`src/rtl/wb_pkg.sv`:
```
// Shared writeback-stage definitions: CP0 op codes, CP0 register numbers,
// exception codes, result-source selects, load opcodes and the load aligner.
package wb_pkg;

    typedef enum logic [2:0] {
        CP0_NONE    = 3'd0,
        CP0_MFC0    = 3'd1,
        CP0_MTC0    = 3'd2,
        CP0_ERET    = 3'd3,
        CP0_SYSCALL = 3'd4,
        CP0_BREAK   = 3'd5
    } cp0_op_e;

    localparam logic [4:0] CP0_COUNT   = 5'd9;
    localparam logic [4:0] CP0_COMPARE = 5'd11;
    localparam logic [4:0] CP0_STATUS  = 5'd12;
    localparam logic [4:0] CP0_CAUSE   = 5'd13;
    localparam logic [4:0] CP0_EPC     = 5'd14;

    localparam logic [4:0] EXC_SYS = 5'd8;
    localparam logic [4:0] EXC_BP  = 5'd9;

    localparam logic [1:0] MTR_RESULT = 2'd0;
    localparam logic [1:0] MTR_LOAD   = 2'd1;
    localparam logic [1:0] MTR_HL     = 2'd2;
    localparam logic [1:0] MTR_CP0    = 2'd3;

    localparam logic [5:0] OP_LB  = 6'h20;
    localparam logic [5:0] OP_LH  = 6'h21;
    localparam logic [5:0] OP_LBU = 6'h24;
    localparam logic [5:0] OP_LHU = 6'h25;

    // Little-endian byte/halfword pick with sign or zero extension.
    function automatic logic [31:0] load_align(input logic [5:0] op,
                                               input logic [31:0] data,
                                               input logic [1:0] off);
        logic [7:0]  b;
        logic [15:0] h;
        b = data[{off, 3'b000} +: 8];
        h = off[1] ? data[31:16] : data[15:0];
        case (op)
            OP_LB:   return {{24{b[7]}}, b};
            OP_LBU:  return {24'h0, b};
            OP_LH:   return {{16{h[15]}}, h};
            OP_LHU:  return {16'h0, h};
            default: return data;
        endcase
    endfunction

endpackage

```
`src/rtl/wb_cp0_regs.sv`:
```
// CP0 bank (Status, Cause, EPC, optional Count/Compare timer) with exception
// entry, ERET and the one-cycle redirect pulse. Timer built only with CP0_TIMER_EN.
module wb_cp0_regs #(
    parameter logic [31:0] EXC_VECTOR = 32'h8000_0180,
    parameter int          COUNT_DIV  = 2
) (
    input  logic        clk,
    input  logic        rst,
    input  logic [2:0]  cp0op,
    input  logic [4:0]  cs,
    input  logic [2:0]  sel,
    input  logic [31:0] wdata,
    input  logic [31:0] pc,
    output logic [31:0] status,
    output logic [31:0] cause,
    output logic [31:0] epc,
    output logic        redirect,
    output logic [31:0] redirect_pc,
    output logic        irq_pending
);
    import wb_pkg::*;

    logic [1:0] ip_sw;
    logic [4:0] exc_code;
    logic       ip7;
    logic       mtc0, exc;

    assign mtc0 = (cp0op == CP0_MTC0) && (sel == 3'd0);
    assign exc  = (cp0op == CP0_SYSCALL) || (cp0op == CP0_BREAK);

    assign cause = {16'h0, ip7, 5'h0, ip_sw, 1'b0, exc_code, 2'b00};
    assign irq_pending = status[0] & status[15] & ~status[1] & ip7;

    always_ff @(posedge clk) begin
        if (rst) begin
            status      <= '0;
            ip_sw       <= '0;
            exc_code    <= '0;
            epc         <= '0;
            redirect    <= 1'b0;
            redirect_pc <= '0;
        end else begin
            redirect <= 1'b0;
            if (mtc0) begin
                case (cs)
                    CP0_STATUS: status <= wdata;
                    CP0_CAUSE:  ip_sw  <= wdata[9:8];
                    CP0_EPC:    epc    <= wdata;
                    default: ;
                endcase
            end
            if (exc) begin
                // A nested exception keeps the original return address.
                if (!status[1]) epc <= pc;
                status[1]   <= 1'b1;
                exc_code    <= (cp0op == CP0_SYSCALL) ? EXC_SYS : EXC_BP;
                redirect    <= 1'b1;
                redirect_pc <= EXC_VECTOR;
            end
            if (cp0op == CP0_ERET) begin
                status[1]   <= 1'b0;
                redirect    <= 1'b1;
                redirect_pc <= epc;
            end
        end
    end

`ifdef CP0_TIMER_EN
    localparam int DIV_W = (COUNT_DIV > 1) ? $clog2(COUNT_DIV) : 1;

    logic [DIV_W-1:0] div;
    logic [31:0]      count, compare, count_nxt, compare_nxt;
    logic             tick, count_wr, compare_wr, match;

    assign tick       = (div == DIV_W'(COUNT_DIV - 1));
    assign count_wr   = mtc0 && (cs == CP0_COUNT);
    assign compare_wr = mtc0 && (cs == CP0_COMPARE);

    always_comb begin
        count_nxt = count;
        if (tick)     count_nxt = count + 32'd1;
        if (count_wr) count_nxt = wdata;
        compare_nxt = compare_wr ? wdata : compare;
        match       = (tick || count_wr) && (count_nxt == compare_nxt);
    end

    always_ff @(posedge clk) begin
        if (rst) begin
            div     <= '0;
            count   <= '0;
            compare <= '0;
            ip7     <= 1'b0;
        end else begin
            div     <= tick ? '0 : div + 1'b1;
            count   <= count_nxt;
            compare <= compare_nxt;
            // Compare write acknowledges the interrupt even against a fresh match.
            if (compare_wr)  ip7 <= 1'b0;
            else if (match)  ip7 <= 1'b1;
        end
    end
`else
    assign ip7 = 1'b0;
`endif

endmodule

```
`src/rtl/wb_stage.sv`:
```
// Writeback stage: GPR write port with load alignment, HI/LO, and the CP0 bank.
// Define CP0_TIMER_EN to build the Count/Compare timer.
module wb_stage #(
    parameter logic [31:0] EXC_VECTOR = 32'h8000_0180,
    parameter int          COUNT_DIV  = 2
) (
    input  logic        clk,
    input  logic        rst,
    input  logic [31:0] wr_dout,
    input  logic [31:0] wr_result,
    input  logic [31:0] wr_HL,
    input  logic [31:0] wr_busA_mux2,
    input  logic [31:0] wr_busB_mux2,
    input  logic [31:0] wr_cp0_dout,
    input  logic [31:0] wr_pc,
    input  logic [63:0] wr_mult,
    input  logic [4:0]  wr_rw,
    input  logic [4:0]  wr_cs,
    input  logic [2:0]  wr_sel,
    input  logic [2:0]  wr_cp0op,
    input  logic        wr_regWr,
    input  logic        wr_multWr,
    input  logic        wr_Lowin,
    input  logic        wr_Highin,
    input  logic [1:0]  wr_memtoreg,
    input  logic [5:0]  wr_op,
    output logic        rf_we,
    output logic [4:0]  rf_waddr,
    output logic [31:0] rf_wdata,
    output logic [31:0] hi,
    output logic [31:0] lo,
    output logic [31:0] cp0_status,
    output logic [31:0] cp0_cause,
    output logic [31:0] cp0_epc,
    output logic        redirect,
    output logic [31:0] redirect_pc,
    output logic        irq_pending
);
    import wb_pkg::*;

    assign rf_waddr = wr_rw;
    assign rf_we    = wr_regWr & (wr_rw != 5'd0);

    always_comb begin
        rf_wdata = wr_result;
        case (wr_memtoreg)
            MTR_LOAD: rf_wdata = load_align(wr_op, wr_dout, wr_result[1:0]);
            MTR_HL:   rf_wdata = wr_HL;
            MTR_CP0:  rf_wdata = wr_cp0_dout;
            default:  rf_wdata = wr_result;
        endcase
    end

    always_ff @(posedge clk) begin
        if (rst) begin
            hi <= '0;
            lo <= '0;
        end else if (wr_multWr) begin
            {hi, lo} <= wr_mult;
        end else begin
            if (wr_Lowin)  lo <= wr_busA_mux2;
            if (wr_Highin) hi <= wr_busA_mux2;
        end
    end

    wb_cp0_regs #(
        .EXC_VECTOR (EXC_VECTOR),
        .COUNT_DIV  (COUNT_DIV)
    ) u_cp0 (
        .clk         (clk),
        .rst         (rst),
        .cp0op       (wr_cp0op),
        .cs          (wr_cs),
        .sel         (wr_sel),
        .wdata       (wr_busB_mux2),
        .pc          (wr_pc),
        .status      (cp0_status),
        .cause       (cp0_cause),
        .epc         (cp0_epc),
        .redirect    (redirect),
        .redirect_pc (redirect_pc),
        .irq_pending (irq_pending)
    );

endmodule

```
`config.mk`:
```
export PLATFORM = sky130hd
export DESIGN_NAME = wb_stage
export DESIGN_NICKNAME = d
export VERILOG_FILES = /design/src/rtl/wb_pkg.sv /design/src/rtl/wb_cp0_regs.sv /design/src/rtl/wb_stage.sv
export SDC_FILE = /design/constraint.sdc
export NUM_CORES = 1
export LEC_CHECK = 0
export BUFFER_PORTS_ARGS = -buffer_cell sky130_fd_sc_hd__buf_2
export CAP_MARGIN = 20
export CELL_PAD_IN_SITES_DETAIL_PLACEMENT = 1
export CELL_PAD_IN_SITES_GLOBAL_PLACEMENT = 2
export CORE_AREA = 3 3 210 212
export DETAILED_ROUTE_END_ITERATION = 12
export DIE_AREA = 0 0 213 215
export PLACE_DENSITY_LB_ADDON = 0.1
export SETUP_SLACK_MARGIN = 0.4
export SYNTH_ARGS = -nofsm -noshare
export SYNTH_HDL_FRONTEND = slang
export SYNTH_SLANG_ARGS = --single-unit
```
`constraint.sdc`:
```
create_clock -name clk -period 2.1 [get_ports clk]
set_input_delay 0.21 -clock clk [delete_from_list [all_inputs] [get_ports clk]]
set_output_delay 0.21 -clock clk [all_outputs]
set_load 0.02 [all_outputs]
```
* Word-level counts from Yosys, hierarchy flattened
Cells that the tools add are included.
** Operators by class
- Equality and inequality tests :: 14
- Shift-type cells :: 1
- Muxes and demuxes :: 19
- Bitwise operators :: 1
- Reductions and logical operators :: 13
** Operators by type and width (count)
- 32-bit 2-to-1 mux :: 10
- 32-bit case mux with 4 select lines :: 1
- 32-bit case mux with 3 select lines :: 1
- 32-bit by 6-bit variable part select with 8-bit output :: 1
- 6-bit equality test, second input constant :: 4
- 16-bit 2-to-1 mux :: 1
- 5-bit by 4-bit equality test with 1-bit output, second input constant :: 3
- 2-bit nonzero test :: 5
- 3-bit by 2-bit equality test with 1-bit output, second input constant :: 2
- 3-bit equality test, second input constant :: 2
- 2-bit AND reduction :: 3
- 5-bit nonzero test :: 1
- 2-bit equality test, second input constant :: 2
- 1-bit 2-to-1 mux :: 4
- 2-bit 2-to-1 mux :: 2
- 3-bit zero test :: 1
- 2-bit by 1-bit equality test with 1-bit output, second input constant :: 1
- 2-bit OR reduction :: 1
- 1-bit AND :: 1
- 1-bit logical AND :: 1
- 1-bit logical OR :: 1
** Word-level totals
- Flip-flop bits (word level) :: 168

* Logic depth before layout (Yosys ltp)
- Word-level depth :: 5
- Gate-level depth with buffers :: 7
- Depth with buffers taken out :: 5

* Cells and area by module
From an unflattened synthesis, not the netlist that was laid out.
** Unflattened totals
- Cell total of the unflattened synthesis :: 1056
- Area, all modules :: 8848.5 µm²
** Modules (own cells, without submodules)
- wb_cp0_regs :: times used 1, cells each 489, area each 4481.8 µm², seq. area each 2021.9 µm²
- wb_stage :: times used 1, cells each 567, area each 4366.7 µm², seq. area each 1281.2 µm²

* Worst setup path after synthesis
OpenSTA, ideal clock, no wires.
- Path kind :: input to output
- From :: input wr_op[1]
- To :: output rf_wdata[7]
- Arrival :: 1.634 ns
- Path slack :: 0.256 ns
- Stages :: 5
- Cells stage by stage :: nor4b_4 > buf_2 > nor2_1 > a2111o_1 > a31oi_1
** Between the ends
- Longest elaborated chain between the ends :: 3
- Elaborated cells on any way between the ends :: 6
** RTL lines
- start: declaration :: line wb_stage.sv:26 : input logic [5:0] wr_op,
- 6-bit equality test :: line wb_pkg.sv:41 : case (op)
- 32-bit case mux with 4 select lines (*) :: line wb_pkg.sv:41
- 32-bit case mux with 3 select lines (*) :: line wb_stage.sv:46 : case (wr_memtoreg)
- end: declaration :: line wb_stage.sv:29 : output logic [31:0] rf_wdata,
Mark *: on every way between the ends. The rest lies on a longest branch, timed or not.

* Worst setup path after layout
- From :: input wr_result[0]
- To :: output rf_wdata[30]
** Between the ends
- Longest elaborated chain between the ends :: 3
** RTL lines
- start: declaration :: line wb_stage.sv:10 : input logic [31:0] wr_result,
- 32-bit by 6-bit variable part select with 8-bit output :: line wb_pkg.sv:39 : b = data[{off, 3'b000} +: 8];
- 32-bit case mux with 4 select lines :: line wb_pkg.sv:41
- 32-bit case mux with 3 select lines :: line wb_stage.sv:46
No other way between the ends.

==> results.md <==
* Reg2Reg Setup Slack at between 0.7 and 0.8 ns
* Crit share post-route at 0.880
* Total grt overflow at 0
* Root Driver: clkbuf_16
* Antenna Nets Post-Route at 0
* Fmax at approximately 540 MHz
* Crit. End Element: output port
* Hold/Removal Path Class: in -> reg
* Die footprint at 0.0458 mm²
* Total Wirelength at 47000 µm
* I/O Pins at 550
* Pwr dens at around 630 mW/mm²
* # clock sinks at 165
* Final Skew at 0.00750 ns
* RSZ-0062 raised after global routing: true
* Clock Tree Buf Depth at 2
* Post-synthesis cell count at 1080
* Crit Path Class: in -> out
* Drt wl/cell at 21.1 µm
* Worst vdd rail ir drop at between 0.5 and 0.6 mV
* Port Buf Inserts at 520
* GRT Max-Usage Layer: met2
* Inst Count DP at 2076
* Die H at 215 µm
* Commonest cells after routing, fill and taps aside: 481 x buf_2, 206 x nor2_1, 165 x dfxtp_1
* Initial antenna violation count at 29
* EDFF count, synth at 0
* FF-to-FF End: u_cp0.epc[15]$_SDFF_PP0_
* Status: finished, final reports clean
* Drt pass-1 iters at 4
* Post-Layout Cell Count at 2224
* Critical R2R Launch: u_cp0.status[1]$_SDFFE_PP0P_
* DRC viols at 0
* GP Congestion at 0.825
* Arrival @ worst endpoint at 1.64 ns
* CTS buffer count at 17
* Most common flop cell mapped by yosys: dfxtp_1
* Share of cells above drive strength 1 at 0.402
* CTS tree: built
* Most common cell after layout, fill and taps aside: buf_2
* GRT met2 Usage at 0.359
* Largest net degree at the start of global routing at 87
* Flop pwr share at 0.390
* Util after Layout at 0.326
* Drt initial violations at 339
* Synth unique cells at 40
* Number of global-route vias before repair at 10200
* Initial core utilization at 0.199
* Hold Fails Final Rpt at 0
* Max_cap viols at 0
* Final setup viols at 0
* Reg clk slew, reported paths at 0.07 ns
* Vias at 9933
* Clock power frac at 0.364
* First-pass GRT wire length at 67500 µm
* Gate power share at 0.246
* Clock Latency Late Sink at 0.44 ns
* Top cell type's share of synthesized area at 0.394
* GRT Total Usage at 0.197
* Chip Width at around 210 µm
* Syn Std Cell Area at 0.00839 mm²
* Hold Startpoint: wr_busB_mux2[3]
* P&R area growth vs syn at 63.7%
* Req. time, crit path at 1.89 ns
* TNS Setup at 0 ns
* Period minus WS final at roughly 1.8 ns
* Core area at 0.0421 mm²
* R2R cell count at 4
* Hold Crit Depth at 3
* Core Rows at 75
* H-tree lvl count at 4
* Sw power at 2.74 mW
* Lkg Pwr at 6.47 nW
* Post-synthesis register bit count at 165
* Sw Share at 0.319
* Met1 Use GR at 0.212
* Crit path launch type: input pin
* Max FO, Critical Path at 8
* Mean Syn Cell Area at 7.77 µm²
* Sequential area share after synthesis at 0.394
* Nets@finish at 1977
* M3 GR Usage at 0.0734
* Internal power at 5.85 mW
* Synth area leaders: dfxtp_1 39%, mux2i_1 12%, nor2_1 9.4%, a21oi_1 8.4%, nand2_1 5.5%
* Synthesis Warnings at 0
* Routed vias/inst at approximately 4.5
* Leading area contributor after synthesis: dfxtp_1
* DP HPWL at between 30000 and 40000 µm
* Fin. max-slew vios at 0
* Hold EP: u_cp0.status[3]$_SDFFE_PP0P_
* FFs w/ async S/R, synth at 0
[what timing repair did]
action	in CTS	in global routing
setup endpoints to repair	32	32
buffers inserted	12	6
gates resized for setup	115	17
cloned	2	1
pin swaps	12	7
endpoints found under the hold margin	82	0
hold buffers	82	0
[final cells by class]
type,count,area [µm²]
sequential,165,3300
tap,539,674
multi-input combinational,812,4790
timing repair buffer,660,4350
antenna,13,32.5
inverter,3,11.3
fill,5123,28400
clock buffer,21,470
clock inverter,11,92.6
[logic make-up after synthesis]
group / count (synthesis) / share of synthesized area
buf+inv: 131 / 0.0798
mux: 117 / 0.151
flops: 165 / 0.394
compound gates: 191 / 0.128
other cells: 1 / 0.000447
simple gates: 475 / 0.247
[synth_stat cells (2+ instances only)]
| library cell | number |
|---|---|
| clkbuf_1 | 62 |
| and2_1 | 3 |
| inv_1 | 3 |
| nor2b_1 | 4 |
| o21ai_0 | 15 |
| a31oi_1 | 3 |
| mux2_2 | 6 |
| a21oi_1 | 141 |
| buf_1 | 6 |
| mux4_2 | 7 |
| buf_6 | 2 |
| o221ai_1 | 8 |
| o211ai_1 | 2 |
| nand2_1 | 122 |
| nor3_1 | 59 |
| mux2i_1 | 104 |
| nor4_1 | 33 |
| nor2_1 | 210 |
| buf_4 | 36 |
| buf_2 | 22 |
| nand3b_1 | 3 |
| a221oi_1 | 16 |
| nand3_1 | 30 |
| dfxtp_1 | 165 |
| nand2b_1 | 3 |
[critical path, stage by stage]
cell      delay [ns]
buf_8           0.08
mux4_2          0.52
and2_4          0.17
o211ai_4        0.17
buf_6           0.15
buf_16          0.14
nand2_2         0.05
buf_6           0.14
[sequential cells by signal (all words and copies together), names as in the netlist]
name	count
u_cp0.epc	32
u_cp0.redirect	1
lo	32
u_cp0.exc_code	2
u_cp0.status	32
u_cp0.ip_sw	2
u_cp0.redirect_pc	32
hi	32
[power by group through the flow]
stage	combinational (mW)	clock, mW	sequential [mW]
after floorplan	0.853	0	3.59
after global placement	1.82	0	3.42
after detailed placement	1.83	0	3.42
after CTS	2.11	3.26	3.35
after global routing	2.30	3.39	3.37
final	2.11	3.13	3.35
[per-stage QoR]
stage	total power [mW]	hold slack [ns]	setup WS [ns]	cell area, µm²
2_1_floorplan	4.44	0.346	0.360	8540
5_1_grt	9.06	0.0116	0.206	13700
3_3_place_gp	5.24	0.436	0.0686	11600
4_1_cts	8.72	0.000770	0.279	13500
6_report	8.60	0.0347	0.252	13700
3_5_place_dp	5.26	0.443	0.0600	11600
[routing by layer]
| layer | vias up | share of wire | wire length [µm] |
|---|---|---|---|
| met3 | 70 | 0.085 | 4010 |
| li1 | 4860 | - | - |
| met1 | 4665 | 0.38 | 17900 |
| met2 | 320 | 0.51 | 24000 |
| met4 | 18 | 0.021 | 1010 |
| met5 | - | 0.0027 | 129 |
[worst max-delay path by stage]
stage / slack (ns) / startpoint / to / cells after the start
floorplan: 0.36 / wr_op[1] / rf_wdata[7] / 5
global placement: 0.07 / wr_result[0] / rf_wdata[13] / 7
detailed placement: 0.06 / wr_result[0] / rf_wdata[13] / 7
CTS: 0.28 / wr_result[0] / rf_wdata[16] / 8
global route: 0.21 / wr_result[0] / rf_wdata[8] / 8
finish: 0.25 / wr_result[0] / rf_wdata[30] / 8
Power figures use the tool's default switching activity.
